[src/rtl/adder_share_pkg.sv]
// Shared definitions for the serial nibble adder controller.
//   state_t : controller state encoding (IDLE, BUSY, DONE)
//   NIB_W   : width of the shared ripple adder slice
package adder_share_pkg;

    localparam int NIB_W = 4;

    typedef enum logic [1:0] {
        IDLE = 2'd0,
        BUSY = 2'd1,
        DONE = 2'd2
    } state_t;

endpackage

[src/rtl/adder_share_ctrl_if.sv]
// Bus bundle between two requesters, the response consumer and the shared
// serial adder.
//   reqN_valid/ready : per-requester handshake
//   reqN_a/b/cin     : per-requester operands (W = 4*WORDS bits)
//   resp_valid/ready : result handshake
//   resp_id          : index of the requester that owns the result
//   resp_sum/cout    : W-bit sum and final carry-out
// master = requester/consumer side, slave = adder controller side.
interface adder_share_ctrl_if
    import adder_share_pkg::*;
#(
    parameter int WORDS = 4
);
    localparam int W = NIB_W * WORDS;

    logic         req0_valid;
    logic         req0_ready;
    logic [W-1:0] req0_a;
    logic [W-1:0] req0_b;
    logic         req0_cin;

    logic         req1_valid;
    logic         req1_ready;
    logic [W-1:0] req1_a;
    logic [W-1:0] req1_b;
    logic         req1_cin;

    logic         resp_valid;
    logic         resp_ready;
    logic         resp_id;
    logic [W-1:0] resp_sum;
    logic         resp_cout;

    modport master (
        output req0_valid, req0_a, req0_b, req0_cin,
        output req1_valid, req1_a, req1_b, req1_cin,
        output resp_ready,
        input  req0_ready, req1_ready,
        input  resp_valid, resp_id, resp_sum, resp_cout
    );

    modport slave (
        input  req0_valid, req0_a, req0_b, req0_cin,
        input  req1_valid, req1_a, req1_b, req1_cin,
        input  resp_ready,
        output req0_ready, req1_ready,
        output resp_valid, resp_id, resp_sum, resp_cout
    );

endinterface

[src/rtl/full_adder_4bit.sv]
// 4-bit ripple-carry adder, the single datapath shared by both requesters.
//   a, b : nibble operands      cin  : carry in
//   sum  : nibble sum           cout : carry out
module full_adder_4bit
    import adder_share_pkg::*;
(
    input  logic [NIB_W-1:0] a,
    input  logic [NIB_W-1:0] b,
    input  logic             cin,
    output logic [NIB_W-1:0] sum,
    output logic             cout
);

    logic c;

    always_comb begin
        sum = '0;
        c   = cin;
        for (int i = 0; i < NIB_W; i++) begin
            sum[i] = a[i] ^ b[i] ^ c;
            c      = (a[i] & b[i]) | (c & (a[i] ^ b[i]));
        end
        cout = c;
    end

endmodule

[src/rtl/adder_share_ctrl.sv]
// Round-robin shared serial adder. Two requesters compete for one 4-bit
// ripple adder; an accepted W-bit addition is computed one nibble per
// clock, LSB nibble first, and the result is held until consumed.
//   clk  : rising-edge clock
//   rst  : synchronous active-high reset (aborts any operation in flight)
//   bus  : adder_share_ctrl_if.slave (request, operand and response signals)
module adder_share_ctrl
    import adder_share_pkg::*;
#(
    parameter int WORDS = 4
)(
    input  logic                clk,
    input  logic                rst,
    adder_share_ctrl_if.slave   bus
);

    localparam int W   = NIB_W * WORDS;
    localparam int K_W = (WORDS > 1) ? $clog2(WORDS) : 1;

    state_t         state_q;
    state_t         state_d;

    logic           prio_q;     // requester favoured on a tie (1 = req1)
    logic           grant;
    logic           ready0;
    logic           ready1;
    logic           xfer;

    logic [W-1:0]   a_q;
    logic [W-1:0]   b_q;
    logic [W-1:0]   sum_q;
    logic           carry_q;
    logic           id_q;
    logic [K_W-1:0] k_q;

    logic [NIB_W-1:0]   nib_sum;
    logic               nib_cout;
    logic [W+NIB_W-1:0] sum_ext;

    // Operands shift right each BUSY cycle, so the adder always sees nibble k
    // in the low bits without a variable-index mux.
    full_adder_4bit u_adder (
        .a    (a_q[NIB_W-1:0]),
        .b    (b_q[NIB_W-1:0]),
        .cin  (carry_q),
        .sum  (nib_sum),
        .cout (nib_cout)
    );

    // New sum nibble enters at the top; after WORDS shifts the LSB nibble
    // computed first has reached bit 0.
    assign sum_ext = {nib_sum, sum_q} >> NIB_W;

    always_ff @(posedge clk) begin
        if (rst) begin
            state_q <= IDLE;
        end else begin
            state_q <= state_d;
        end
    end

    always_comb begin
        state_d = state_q;
        ready0  = 1'b0;
        ready1  = 1'b0;
        grant   = 1'b0;

        if (bus.req0_valid && bus.req1_valid) begin
            grant = prio_q;
        end else begin
            grant = bus.req1_valid;
        end

        case (state_q)
            IDLE: begin
                // Readies are masked during reset so nothing is accepted on
                // the reset edge.
                if (!rst) begin
                    ready0 = bus.req0_valid && !grant;
                    ready1 = bus.req1_valid &&  grant;
                end
                if (ready0 || ready1) begin
                    state_d = BUSY;
                end
            end
            BUSY: begin
                if (k_q == K_W'(WORDS - 1)) begin
                    state_d = DONE;
                end
            end
            DONE: begin
                if (bus.resp_ready) begin
                    state_d = IDLE;
                end
            end
            default: state_d = IDLE;
        endcase
    end

    assign xfer = ready0 || ready1;

    // Control and result registers
    always_ff @(posedge clk) begin
        if (rst) begin
            prio_q  <= 1'b0;
            id_q    <= 1'b0;
            sum_q   <= '0;
            carry_q <= 1'b0;
            k_q     <= '0;
        end else begin
            case (state_q)
                IDLE: begin
                    if (xfer) begin
                        id_q    <= grant;
                        prio_q  <= ~grant;
                        carry_q <= grant ? bus.req1_cin : bus.req0_cin;
                        k_q     <= '0;
                    end
                end
                BUSY: begin
                    sum_q   <= sum_ext[W-1:0];
                    carry_q <= nib_cout;
                    k_q     <= k_q + K_W'(1);
                end
                default: ;
            endcase
        end
    end

    // Operand registers (no reset needed: only consumed in BUSY after capture)
    always_ff @(posedge clk) begin
        if (state_q == IDLE && xfer) begin
            a_q <= grant ? bus.req1_a : bus.req0_a;
            b_q <= grant ? bus.req1_b : bus.req0_b;
        end else if (state_q == BUSY) begin
            a_q <= a_q >> NIB_W;
            b_q <= b_q >> NIB_W;
        end
    end

    assign bus.req0_ready = ready0;
    assign bus.req1_ready = ready1;
    assign bus.resp_valid = (state_q == DONE);
    assign bus.resp_id    = id_q;
    assign bus.resp_sum   = sum_q;
    assign bus.resp_cout  = carry_q;

endmodule

[src/flat_wrapper.sv]
// flat-port wrapper written by rule: the top's interface ports become plain ports
module adder_share_ctrl_flat import adder_share_pkg::*;
#(
    parameter int WORDS = 4
)
  (clk, rst, bus_req0_valid, bus_req0_a, bus_req0_b, bus_req0_cin, bus_req1_valid, bus_req1_a, bus_req1_b, bus_req1_cin, bus_resp_ready, bus_req0_ready, bus_req1_ready, bus_resp_valid, bus_resp_id, bus_resp_sum, bus_resp_cout);
  adder_share_ctrl_if #(.WORDS(WORDS)) bus_i ();
  input  logic clk;
  input  logic rst;
  input wire logic [$bits(bus_i.req0_valid)-1:0] bus_req0_valid;
  input wire logic [$bits(bus_i.req0_a)-1:0] bus_req0_a;
  input wire logic [$bits(bus_i.req0_b)-1:0] bus_req0_b;
  input wire logic [$bits(bus_i.req0_cin)-1:0] bus_req0_cin;
  input wire logic [$bits(bus_i.req1_valid)-1:0] bus_req1_valid;
  input wire logic [$bits(bus_i.req1_a)-1:0] bus_req1_a;
  input wire logic [$bits(bus_i.req1_b)-1:0] bus_req1_b;
  input wire logic [$bits(bus_i.req1_cin)-1:0] bus_req1_cin;
  input wire logic [$bits(bus_i.resp_ready)-1:0] bus_resp_ready;
  output wire logic [$bits(bus_i.req0_ready)-1:0] bus_req0_ready;
  output wire logic [$bits(bus_i.req1_ready)-1:0] bus_req1_ready;
  output wire logic [$bits(bus_i.resp_valid)-1:0] bus_resp_valid;
  output wire logic [$bits(bus_i.resp_id)-1:0] bus_resp_id;
  output wire logic [$bits(bus_i.resp_sum)-1:0] bus_resp_sum;
  output wire logic [$bits(bus_i.resp_cout)-1:0] bus_resp_cout;
  assign bus_i.req0_valid = bus_req0_valid;
  assign bus_i.req0_a = bus_req0_a;
  assign bus_i.req0_b = bus_req0_b;
  assign bus_i.req0_cin = bus_req0_cin;
  assign bus_i.req1_valid = bus_req1_valid;
  assign bus_i.req1_a = bus_req1_a;
  assign bus_i.req1_b = bus_req1_b;
  assign bus_i.req1_cin = bus_req1_cin;
  assign bus_i.resp_ready = bus_resp_ready;
  assign bus_req0_ready = bus_i.req0_ready;
  assign bus_req1_ready = bus_i.req1_ready;
  assign bus_resp_valid = bus_i.resp_valid;
  assign bus_resp_id = bus_i.resp_id;
  assign bus_resp_sum = bus_i.resp_sum;
  assign bus_resp_cout = bus_i.resp_cout;
  adder_share_ctrl #(.WORDS(WORDS)) u_core (.clk(clk), .rst(rst), .bus(bus_i));
endmodule
[config.mk]
export PLATFORM = sky130hd
export DESIGN_NAME = adder_share_ctrl_flat
export DESIGN_NICKNAME = d
export VERILOG_FILES = /design/src/rtl/adder_share_pkg.sv /design/src/rtl/adder_share_ctrl_if.sv /design/src/rtl/full_adder_4bit.sv /design/src/rtl/adder_share_ctrl.sv /design/src/flat_wrapper.sv
export SDC_FILE = /design/constraint.sdc
export NUM_CORES = 1
export LEC_CHECK = 0
export ABC_CLOCK_PERIOD_IN_PS = 2500
export BUFFER_PORTS_ARGS = -buffer_cell sky130_fd_sc_hd__buf_2
export CORE_MARGIN = 8
export CORE_UTILIZATION = 50
export DETAILED_ROUTE_END_ITERATION = 16
export PLACE_DENSITY = 0.8
export SLEW_MARGIN = 10
export SYNTH_ARGS = -nofsm -noshare
export SYNTH_HDL_FRONTEND = slang
export SYNTH_SLANG_ARGS = --single-unit
[constraint.sdc]
create_clock -name clk -period 2.5 [get_ports clk]
set_input_delay 0.375 -clock clk [delete_from_list [all_inputs] [get_ports clk]]
set_output_delay 0.375 -clock clk [all_outputs]
set_load 0.02 [all_outputs]
Yosys cells after proc, flatten, opt, wreduce, memory -nomap -nowiden

Index checks and enable logic that the tools add are counted.

Register bits: 55
Bits in latches: 0
Memory bits (writable): 0
Memory bits (read-only): 0
Bits of input ports: 71
Output and inout bits: 21
Word-level logic and storage cells: 72
Memories kept: 0

Add/subtract/negate cells: 1
Multipliers: 0
Div/mod/pow operators: 0
Magnitude comparators: 0
Equal/unequal tests: 7
Shifts and indexed selects: 0
Muxes and demuxes: 22
Bitwise operators: 21
Reduce and logical (&&, ||, !) cells: 13

Operators by type and width:

| operator            | number |
|---|---|
| $mux 16             | 6 |
| $mux 1              | 9 |
| $and 1x1->1         | 8 |
| $mux 2              | 4 |
| $xor 1x1->1         | 8 |
| $ne 2x1->1 const B  | 3 |
| $pmux 2 s3          | 1 |
| $eq 2x2->1 const B  | 2 |
| $logic_and 1x1->1   | 4 |
| $or 1x1->1          | 4 |
| $pmux 2 s2          | 1 |
| $reduce_and 2->1    | 2 |
| $reduce_bool 2->1   | 2 |
| $reduce_and 3->1    | 1 |
| $add 2x1->2 const B | 1 |
| $eq 2x1->1 const B  | 1 |
| $logic_not 2->1     | 1 |
| $logic_or 1x1->1    | 2 |
| $ne 2x2->1 const B  | 1 |
| $pmux 1 s2          | 1 |
| $logic_not 1->1     | 1 |
| $not 1->1           | 1 |

Logic depth before layout (Yosys ltp)

Gate-level depths: netlist (run 1).

Depth after elaboration: 10
Gate-level depth with buffers: 9
Mapped depth without buffers: 9

Hierarchy

From an unflattened synthesis (run 1), not the netlist that was laid out.

Cell total of the unflattened synthesis: 254
Area, all modules: 2,565.0 µm²

Modules (own cells, without submodules):

| module           | instances | cells each | area each (µm²) | seq. area each (µm²) |
|---|---|---|---|---|
| adder_share_ctrl | 1         | 240        | 2,447.3         | 1,421.4 |
| full_adder_4bit  | 1         | 14         | 117.6           | 0.0 |

Worst setup path after synthesis (run 1)

No wires, ideal clock.

Path kind: register to register
From: register u_core.carry_q (netlist: u_core.bus.resp_cout)
To: register u_core.sum_q[15] (netlist: u_core.bus.resp_sum[15])
Library setup time: 86 ps
Arrival: 2,134 ps
Required time: 2,414 ps
Setup slack: 281 ps
Stages on the path, launching flop included: 9
Buffers on the path: 0
Clock period less this slack: 2,219 ps
Path through: dfxtp_1 > fa_1 > inv_1 > fa_1 > inv_1 > fa_1 > inv_1 > fa_1 > a211oi_1

Word-level cells in the longest chain between the ends: 7

RTL lines:

| item                     | line                    | text |
|---|---|---|
| start: declaration       | adder_share_ctrl.sv:32  | `logic carry_q;` |
| start signal: assignment | adder_share_ctrl.sv:116 | `carry_q <= grant ? bus.req1_cin : bus.req0_cin;` |
| start signal: assignment | adder_share_ctrl.sv:122 | `carry_q <= nib_cout;` |
| $and 1x1->1              | full_adder_4bit.sv:21   | `c = (a[i] & b[i]) \| (c & (a[i] ^ b[i]));` |
| $or 1x1->1               | full_adder_4bit.sv:21   |  |
| $and 1x1->1              | full_adder_4bit.sv:21   |  |
| $or 1x1->1               | full_adder_4bit.sv:21   |  |
| $and 1x1->1              | full_adder_4bit.sv:21   |  |
| $or 1x1->1               | full_adder_4bit.sv:21   |  |
| $xor 1x1->1              | full_adder_4bit.sv:20   | `sum[i] = a[i] ^ b[i] ^ c;` |
| end signal: assignment   | adder_share_ctrl.sv:121 | `sum_q <= sum_ext[W-1:0];` |
| end: declaration         | adder_share_ctrl.sv:31  | `logic [W-1:0] sum_q;` |

Every way passes these cells.
A chain may end at the register's enable or synchronous reset.

Worst setup path in the final report (run 1)

From: register u_core.b_q[0]
To: register u_core.sum_q[15] (netlist: u_core.bus.resp_sum[15])

Word-level cells in the longest chain between the ends: 8
Elaborated cells between the ends (all ways): 9
Those cells by class: bitwise: 9

RTL lines:

| item                     | line                    | text |
|---|---|---|
| start: declaration       | adder_share_ctrl.sv:30  | `logic [W-1:0] b_q;` |
| start signal: assignment | adder_share_ctrl.sv:134 | `b_q <= grant ? bus.req1_b : bus.req0_b;` |
| start signal: assignment | adder_share_ctrl.sv:137 | `b_q <= b_q >> NIB_W;` |
| $xor 1x1->1              | full_adder_4bit.sv:21   |  |
| $and 1x1->1              | full_adder_4bit.sv:21   |  |
| $or 1x1->1 (*)           | full_adder_4bit.sv:21   |  |
| $and 1x1->1 (*)          | full_adder_4bit.sv:21   |  |
| $or 1x1->1 (*)           | full_adder_4bit.sv:21   |  |
| $and 1x1->1 (*)          | full_adder_4bit.sv:21   |  |
| $or 1x1->1 (*)           | full_adder_4bit.sv:21   |  |
| $xor 1x1->1 (*)          | full_adder_4bit.sv:20   |  |

Every way passes the cells marked *; elsewhere a longest branch is shown, timed or not.

==> out/metrics.csv, run 1 <==
metric,value,unit
grt_pass1_vias,2192,
critical_path.max_stage_delay,0.43,ns
yosysWarnings,0,
grtUsageTotal,0.1655,
syn2layout_area_growth,21.92,%
reg2reg_slack,0.15,ns
clock-root-buffer,clkbuf_8,
ant_nets,0,
synth.area.top_cells,"edfxtp_1 37%, dfxtp_1 18%, a221o_2 9.0%, and3_1 5.7%, nand2_1 4.5%",
drive_gt1_frac,0.4169,
netlist_instances,231,
design_area,3187,um^2
ir_worst_vdd,0.3645,mV
power.leakage,1.442,nW
endpoint_kind,flop,
path_class,reg2reg,
critPathRequiredTime,2.72,ns
cellPowerDensity,622.0,nW/um^2
cts_max_level,2,
gp_congestion,0.7991,
io_buffers,91,
die_x,88.30,um
crit_slowest_cell,edfxtp_1,
postPlaceCellArea,3102,um^2
slew_headroom,0.6967,
fin_crit,2.346,ns
synth_seq_area_share,0.5438,
rows,26,
synth.largest_area_cell,edfxtp_1,
ys_seq_elements,55,
grt_max_degree,33,
path_max_fanout,1,
wire_per_inst,16.24,um
layout.nets,394,
clock_path_buffers,2,
fmax,0.4262,GHz
tritoncts,built,
synth_area,2614,um^2
start_util,0.5150,
drt_iter0_markers,108,
finalSetupTns,0,ns
ys_types,37,
post_cts_resized,0,
rr_worst_depth,8,
cp-endpoint,u_core.bus.resp_sum[15]$_SDFFE_PP0P_,
cts_buffers,5,
hold_violations,0,
clk_pin_slew_worst_paths,0.10,ns
maxCapViolations,0,
status,"finished, final reports clean",
worstPathCellList,"fa_1, inv_1, fa_1, inv_1, fa_1, inv_1, fa_1, a211oi_1",
grt_pass1_wl,10.18,mm
postCtsHoldBufs,0,
final-setup-viol-count,0,
syn_nets,307,
cp-startpoint,u_core.b_q[0]$_DFFE_PP_,
post-synth-top-area-fraction,0.3676,
drtPass1Iterations,4,
dieHeight,88.30,um
ios,92,
maxSlewViolCount,0,
avgSynthCellArea,11.31,um^2
reg2reg_from,u_core.b_q[0]$_DFFE_PP_,
diodes,0,
antenna_found_initial,0,
gr-total-overflow,0,
worst_pin_slew,0.4550,ns
dp_hpwl,4.674,mm
worstSkewPairLatency,0.30,ns
drc,0,
timing.critical_path.mode_cell,fa_1,
hold_path.class,in2reg,
fp.dieArea,7797,um^2
clock_sinks,55,
start_kind,flop,
worstPathArrival,2.57,ns
vias_per_cell,5.445,
rsz0062_at_grt,no,
wirelength,6.318,mm
r2r-end,u_core.bus.resp_sum[15]$_SDFFE_PP0P_,
coreArea,5075,um^2
vias,2118,
fin_skew,0.008731,ns
min_period_over_period,0.9384,
post-cts-setup-buffers,0,
[cells by family after synthesis]
group	share of synthesized area
compound gates	0.2063
fa+ha+maj	0.03542
buf+inv	0.06127
flops	0.5438
simple gates	0.1532
[layer usage]
layer / GRT usage / vias up / routed length [um] / share of wire
li1: - / 1039 / - / -
met1: 0.1912 / 1003 / 2587 / 0.41
met2: 0.2885 / 72 / 3226 / 0.51
met3: 0.05107 / 4 / 459 / 0.073
met4: 0.04301 / 0 / 44 / 0.0070
met5: 0 / - / 0 / 0
[per-stage QoR]
| stage | power, mW | setup WS [ns] | utilization | cells | hold slack, ns |
|---|---|---|---|---|---|
| 3_3_place_gp | 1.505 | 0.2992 | 0.6112 | 381 | 0.4389 |
| 5_1_grt | 2.083 | 0.02876 | 0.6280 | 389 | 0.3412 |
| 6_report | 1.982 | 0.1539 | 0.6280 | 389 | 0.3546 |
| 3_5_place_dp | 1.523 | 0.1674 | 0.6112 | 381 | 0.4443 |
| 4_1_cts | 1.993 | 0.1496 | 0.6280 | 389 | 0.3460 |
| 2_1_floorplan | 1.382 | 0.2808 | - | 231 | 0.4496 |
[worst max-delay path, delay by kind of cell, from the launching register on]
family,cells,cell delay [ns]
adder cells (fa/ha/maj),4,1.39
buffers and inverters,3,0.24
AO/OA/AOI/OAI,1,0.20
flip-flops,1,0.43
[cells in the mapped netlist, drive strengths merged]
master,number
edfxtp,32
nand2,31
a221o,24
and3,24
dfxtp,23
a21oi,20
buf,13
inv,12
clkbuf,6
a22o,5
o21ai,5
fa,4
nand2b,4
nor2,4
nand3,3
a211oi,2
and2b,2
nor3,2
o31ai,2
a21boi,1
a22oi,1
a311oi,1
a31o,1
a32o,1
and2,1
ha,1
nor2b,1
o2111ai,1
o211ai,1
o21bai,1
or3,1
or4,1
[worst min-delay path by stage]
stage	start	to	slack [ns]	depth (start not counted)
detailed placement	u_core.bus.resp_sum[0]$_SDFFE_PP0P_	u_core.bus.resp_sum[0]$_SDFFE_PP0P_	0.44	2
global placement	u_core.bus.resp_sum[1]$_SDFFE_PP0P_	u_core.bus.resp_sum[1]$_SDFFE_PP0P_	0.44	2
global route	bus_req0_b[14]	u_core.b_q[14]$_SDFFCE_PN0P_	0.34	2
CTS	bus_req0_b[14]	u_core.b_q[14]$_SDFFCE_PN0P_	0.35	2
floorplan	u_core.k_q[0]$_SDFFE_PP0P_	u_core.k_q[0]$_SDFFE_PP0P_	0.45	1
finish	bus_req0_b[14]	u_core.b_q[14]$_SDFFCE_PN0P_	0.35	2
[power by group]
part / switching [mW] / internal (mW) / total, mW
Combinational: 0.204 / 0.178 / 0.382
Sequential: 0.0423 / 1.08 / 1.12
Clock: 0.285 / 0.197 / 0.482
[registers in the layout, summed over array words and instances, names as in the netlist]
register	flops
u_core.bus.resp_id	1
u_core.bus.resp_sum	16
u_core.k_q	2
u_core.bus.resp_cout	1
u_core.prio_q	1
u_core.state_q	2
u_core.a_q	16
u_core.b_q	16
[cells in the final DEF (no fill, tap or decap), types with 3 or more instances in the layout]
cell and n:
buf_2 91, edfxtp_1 32, nand2_1 31, and3_1 24
dfxtp_1 23, a221o_2 21, a21oi_1 20, inv_1 11
buf_4 8, a22o_1 5, clkbuf_8 5, nand2b_1 4
nor2_1 4, o21ai_0 4, fa_1 4, a221o_1 3
nand3_1 3
[area by class of cell]
cell class	instances	area (um^2)
sequential	55	1421
inverter	12	45.04
tap	70	87.58
fill	448	1888
clock buffer	6	72.57
timing repair buffer	99	515.5
clock inverter	2	12.51
multi-input combinational	145	1032
Note: power is estimated with default switching activity, not from simulation.
==> inputs of run 2 (changes only) <==
Settings changed: GPL_TIMING_DRIVEN from default to 0, SLEW_MARGIN 10 to 20.
==> run 2 against run 1 <==
Compared with the run above: clock power grew 18%; cell area up 2.5%; first-iteration DRC count down 9.3%; global-route usage grew 0.48 points; via count grew 1.1%; flip-flop and latch count unchanged; routed wire length up 1.0%; utilization grew 1.6 points; register-to-register slack better by 0.12 ns; total power grew 4.5%; die area is the same; highest routed layer unchanged.
==> out/metrics.csv, run 2 (synthesis results as in run 1) <==
metric,value,unit,change
fin_crit,2.231,ns,-0.1152 ns
worstHoldPathCells,2,,unchanged
design_area,3267,um^2,+2.5%
finalNonFillerCells,399,,+2.6%
rows,26,,unchanged
multi_input_area,1035,um^2,+0.24%
maxSlewViolCount,0,,unchanged
crit_slowest_cell,edfxtp_1,,
path_class,reg2reg,,
clock-root-buffer,clkbuf_8,,
clock_path_buffers,2,,unchanged
cts_max_level,2,,unchanged
drt_iter0_markers,98,,-9.3%
slew_headroom,0.4999,,-0.1967
postCtsHoldBufs,0,,unchanged
die_x,88.30,um,unchanged
tritoncts,built,,
grt_pass1_wl,10.34,mm,+1.5%
worstPathArrival,2.46,ns,-0.11 ns
gp_congestion,0.7927,,-0.80%
vias,2141,,+1.1%
wirelength,6.381,mm,+1.0%
hold_path.class,in2reg,,
min_period_over_period,0.8924,,-0.04609
layout_common_cells,"99 x buf_2, 32 x edfxtp_1, 30 x nand2_1",,
drive_gt1_frac,0.4316,,+0.01468
crit_buf_inv,3,,unchanged
grt_max_degree,33,,unchanged
wire_per_inst,15.99,um,-1.5%
diodes,0,,unchanged
r2r-end,u_core.bus.resp_sum[15]$_SDFFE_PP0P_,,
ir_worst_vdd,0.3180,mV,-13%
timing.critical_path.mode_cell,fa_1,,
path_delay_family,adder cells,,
power.leakage,1.488,nW,+3.1%
antenna_found_initial,0,,unchanged
ant_nets,0,,unchanged
reg2reg_slack,0.27,ns,+0.12 ns
layout.nets,404,,+2.5%
io_buffers,90,,-1.1%
post_cts_resized,0,,unchanged
drtPass1Iterations,4,,unchanged
worst_pin_slew,0.7475,ns,+0.2924 ns
hold_end,u_core.a_q[15]$_SDFFCE_PN0P_,,
maxCapViolations,0,,unchanged
worstSkewPairLatency,0.30,ns,about the same
grtUsageTotal,0.1703,,+0.004818
critical_path.max_stage_delay,0.40,ns,-0.03 ns
cts_buffers,5,,unchanged
final-setup-viol-count,0,,unchanged
postPlaceCellArea,3154,um^2,+1.7%
dieHeight,88.30,um,unchanged
vias_per_cell,5.366,,-1.4%
cellPowerDensity,633.8,nW/um^2,+1.9%
mostFrequentLayoutCell,buf_2,,
drc,0,,unchanged
status,"finished, final reports clean",,
dp_cells,391,,+2.6%
fmax,0.4483,GHz,+5.2%
syn2layout_area_growth,24.99,%,
regArea,1421,um^2,unchanged
ios,92,,unchanged
critPathRequiredTime,2.73,ns,about the same
fp.dieArea,7797,um^2,unchanged
rr_worst_depth,8,,unchanged
gr-total-overflow,0,,unchanged
coreArea,5075,um^2,unchanged
worstPathCellList,"fa_1, inv_1, fa_1, inv_1, fa_1, inv_1, fa_1, a211oi_1",,
grt_pass1_vias,2239,,+2.1%
rsz0062_at_grt,no,,
post-cts-setup-buffers,0,,unchanged
path_max_fanout,1,,unchanged
hp-start,bus_req0_a[15],,
fin_util,0.6437,,+0.01578
start_util,0.5150,,unchanged
fin_skew,0.007700,ns,-0.001031 ns
endpoint_kind,flop,,
clock_sinks,55,,unchanged
reg2reg_from,u_core.b_q[0]$_DFFE_PP_,,
finalSetupTns,0,ns,unchanged
nFillCells,436,,-2.7%
dp_hpwl,4.904,mm,+4.9%
clk_pin_slew_worst_paths,0.10,ns,about the same
hold_violations,0,,unchanged
start_kind,flop,,
[run 2: cell types whose count changed in the layout (fill, tap and decap cells not counted), sizes merged]
cell | previous run | this run
buf | 99 | 103
clkbuf | 6 | 13
clkinv | 2 | 1
[run 2: layout make-up]
cell class | instances | area share
inverter | 12 | 0.01379
sequential | 55 | 0.4351
clock buffer | 7 | 0.03294
multi-input combinational | 145 | 0.3167
buffer | 19 | 0.03524
clock inverter | 1 | 0.001532
tap | 70 | 0.02681
timing repair buffer | 90 | 0.1379
[run 2: power breakdown]
part           switching, mW  internal (mW)
logic                  0.203          0.179
clock network          0.286          0.284
registers             0.0431           1.08
total                  0.531           1.54
[run 2: worst max-delay path by stage]
stage	start	endpoint	slack, ns	depth (start not counted)
after floorplan	u_core.bus.resp_cout$_SDFFE_PP0P_	u_core.bus.resp_sum[15]$_SDFFE_PP0P_	0.28	8
after global placement	rst	u_core.a_q[15]$_SDFFCE_PN0P_	-0.07	5
after detailed placement	u_core.b_q[0]$_DFFE_PP_	u_core.bus.resp_sum[15]$_SDFFE_PP0P_	0.27	8
after CTS	u_core.b_q[0]$_DFFE_PP_	u_core.bus.resp_sum[15]$_SDFFE_PP0P_	0.25	8
after global routing	u_core.b_q[0]$_DFFE_PP_	u_core.bus.resp_sum[15]$_SDFFE_PP0P_	0.08	8
final	u_core.b_q[0]$_DFFE_PP_	u_core.bus.resp_sum[15]$_SDFFE_PP0P_	0.27	8
[run 2: layer usage]
metal | GRT usage | up-vias | wire length (um)
met4 | 0.04608 | 0 | 30
met1 | 0.1866 | 1015 | 2495
met3 | 0.05478 | 2 | 486
li1 | - | 1061 | -
met2 | 0.3069 | 63 | 3368
met5 | 0 | - | 0
[run 2: through the flow]
step                worst slack, ns  hold WS [ns]  power [mW]
finish                       0.2691        0.3538       2.071
floorplan                    0.2808        0.4496       1.382
global placement           -0.06887        0.4387       1.511
global route                0.07504        0.3539       2.170
detailed placement           0.2674        0.4440       1.526
CTS                          0.2514        0.3438       2.083
==> inputs of run 3 (changes only) <==
Settings changed: CORE_UTILIZATION 50 to 37, PLACE_DENSITY 0.8 to default.
==> run 3 against run 2 <==
Compared with the run above: first-iteration DRC count shrank 38%; sequential power is essentially flat; fmax shrank 2.4%; flip-flop and latch count is the same; hold slack lost 0.0066 ns; critical path type unchanged; sequential share of layout area shrank 0.20 points; highest routed layer unchanged; final cell count grew 6.5%; clock skew grew 0.0075 ns; register-to-register slack lost 0.06 ns; clock power shrank 8.9%; die area grew 28%.
==> out/metrics.csv, run 3 (synthesis results as in run 1) <==
metric,value,unit,change
status,"finished, final reports clean",,
total_power,2.024,mW,-2.3%
cts_buffers,5,,unchanged
clock_path_buffers,2,,unchanged
dieHeight,100.1,um,+13%
drtPass1Iterations,4,,unchanged
tritoncts,built,,
worstPathArrival,2.52,ns,+0.06 ns
finalSetupTns,0,ns,unchanged
syn2layout_area_growth,25.56,%,
fp.dieArea,10010,um^2,+28%
dp_hpwl,5.009,mm,+2.1%
drc,0,,unchanged
final-setup-viol-count,0,,unchanged
gr-total-overflow,0,,unchanged
hp-start,bus_req0_a[15],,
nFillCells,666,,+53%
post-cts-setup-buffers,0,,unchanged
ant_nets,0,,unchanged
hold_violations,0,,unchanged
worstSkewPairLatency,0.31,ns,about the same
rsz0062_at_grt,no,,
path_class,reg2reg,,
cellPowerDensity,616.6,nW/um^2,-2.7%
antenna_found_initial,0,,unchanged
slew_headroom,0.4637,,-0.03619
fin_crit,2.286,ns,+0.05547 ns
postCtsHoldBufs,0,,unchanged
drive_gt1_frac,0.4316,,unchanged
fin_skew,0.01524,ns,+0.007538 ns
start_util,0.3826,,-0.1324
regArea,1421,um^2,unchanged
hold_slack,0.3472,ns,-0.006600 ns
min_period_over_period,0.9145,,+0.02219
diodes,0,,unchanged
endpoint_kind,flop,,
wirelength,6.642,mm,+4.1%
cts_max_level,2,,unchanged
io_buffers,90,,unchanged
layout_common_cells,"99 x buf_2, 32 x edfxtp_1, 30 x nand2_1",,
rows,30,,+15%
maxSlewViolCount,0,,unchanged
final.setup.worst_slack,0.2136,ns,-0.05547 ns
vias_per_cell,4.993,,-7.0%
worstHoldPathCells,2,,unchanged
grt_pass1_vias,2225,,-0.63%
fmax,0.4374,GHz,-2.4%
gp_congestion,0.7577,,-4.4%
start_kind,flop,,
vias,2122,,-0.89%
ir_worst_vdd,0.2588,mV,-19%
clock-root-buffer,clkbuf_8,,
reg2reg_from,u_core.b_q[0]$_DFFE_PP_,,
grt_max_degree,33,,unchanged
post-place-ws,0.1887,ns,-0.07872 ns
power.leakage,1.479,nW,-0.59%
reg2reg_slack,0.21,ns,-0.06 ns
mostFrequentLayoutCell,buf_2,,
wire_per_inst,15.63,um,-2.3%
hold_path.class,in2reg,,
fin_util,0.4804,,-0.1633
r2r-end,u_core.bus.resp_sum[15]$_SDFFE_PP0P_,,
hold_end,u_core.a_q[15]$_SDFFCE_PN0P_,,
path_max_fanout,1,,unchanged
rr_worst_depth,8,,unchanged
grtUsageTotal,0.1322,,-0.03816
drt_iter0_markers,61,,-38%
ios,92,,unchanged
post_cts_resized,0,,unchanged
grt_pass1_wl,10.57,mm,+2.3%
layout.nets,404,,unchanged
critPathRequiredTime,2.74,ns,about the same
worst_pin_slew,0.8015,ns,+0.05409 ns
clk_pin_slew_worst_paths,0.11,ns,about the same
maxCapViolations,0,,unchanged
coreArea,6832,um^2,+35%
multi_input_area,1035,um^2,unchanged
clock_sinks,55,,unchanged
die_x,100.1,um,+13%
[run 3: changes by cell type in the layout (fill, tap and decap cells not counted), sizes merged]
| cell | previous run | this run |
|---|---|---|
| inv | 12 | 14 |
| clkbuf | 13 | 11 |
[run 3: metal layers]
metal / global-route usage / vias to the layer above / part of all wire
met5: 0 / - / 0
met4: 0.03605 / 0 / 0.0080
met3: 0.04429 / 5 / 0.072
met2: 0.2201 / 68 / 0.49
met1: 0.1585 / 987 / 0.43
li1: - / 1062 / -
[run 3: critical path, cell delays in order (launching register included)]
cell and delay [ns]:
edfxtp_1 0.42, fa_1 0.39, inv_1 0.09, fa_1 0.18, inv_1 0.06, fa_1 0.41
inv_1 0.09, fa_1 0.38, a211oi_1 0.20
[run 3: area by class of cell]
type	instances	share of cell area
flip-flops and latches	55	0.4331
clock buffers	5	0.02097
clock inverters	3	0.008006
plain buffers	19	0.03507
inverters	12	0.01372
well taps	96	0.03660
repair buffers	90	0.1372
multi-input cells	145	0.3153
[run 3: worst max path at each step]
stage	start	endpoint	depth (start not counted)
3_3_place_gp	rst	u_core.b_q[13]$_SDFFCE_PN0P_	5
3_5_place_dp	u_core.b_q[0]$_DFFE_PP_	u_core.bus.resp_sum[15]$_SDFFE_PP0P_	8
2_1_floorplan	u_core.bus.resp_cout$_SDFFE_PP0P_	u_core.bus.resp_sum[15]$_SDFFE_PP0P_	8
4_1_cts	u_core.b_q[0]$_DFFE_PP_	u_core.bus.resp_sum[15]$_SDFFE_PP0P_	8
6_report	u_core.b_q[0]$_DFFE_PP_	u_core.bus.resp_sum[15]$_SDFFE_PP0P_	8
5_1_grt	u_core.b_q[0]$_DFFE_PP_	u_core.bus.resp_sum[15]$_SDFFE_PP0P_	8
[run 3: through the flow]
| stage | cell area, um^2 | cells |
|---|---|---|
| finish | 3282 | 425 |
| global placement | 3184 | 417 |
| global route | 3282 | 425 |
| floorplan | 2614 | 231 |
| CTS | 3282 | 425 |
| detailed placement | 3187 | 417 |
[run 3: power by group]
part	internal, mW	total (mW)	switching [mW]
registers	1.08	1.12	0.0404
logic	0.179	0.388	0.209
clock network	0.207	0.519	0.312
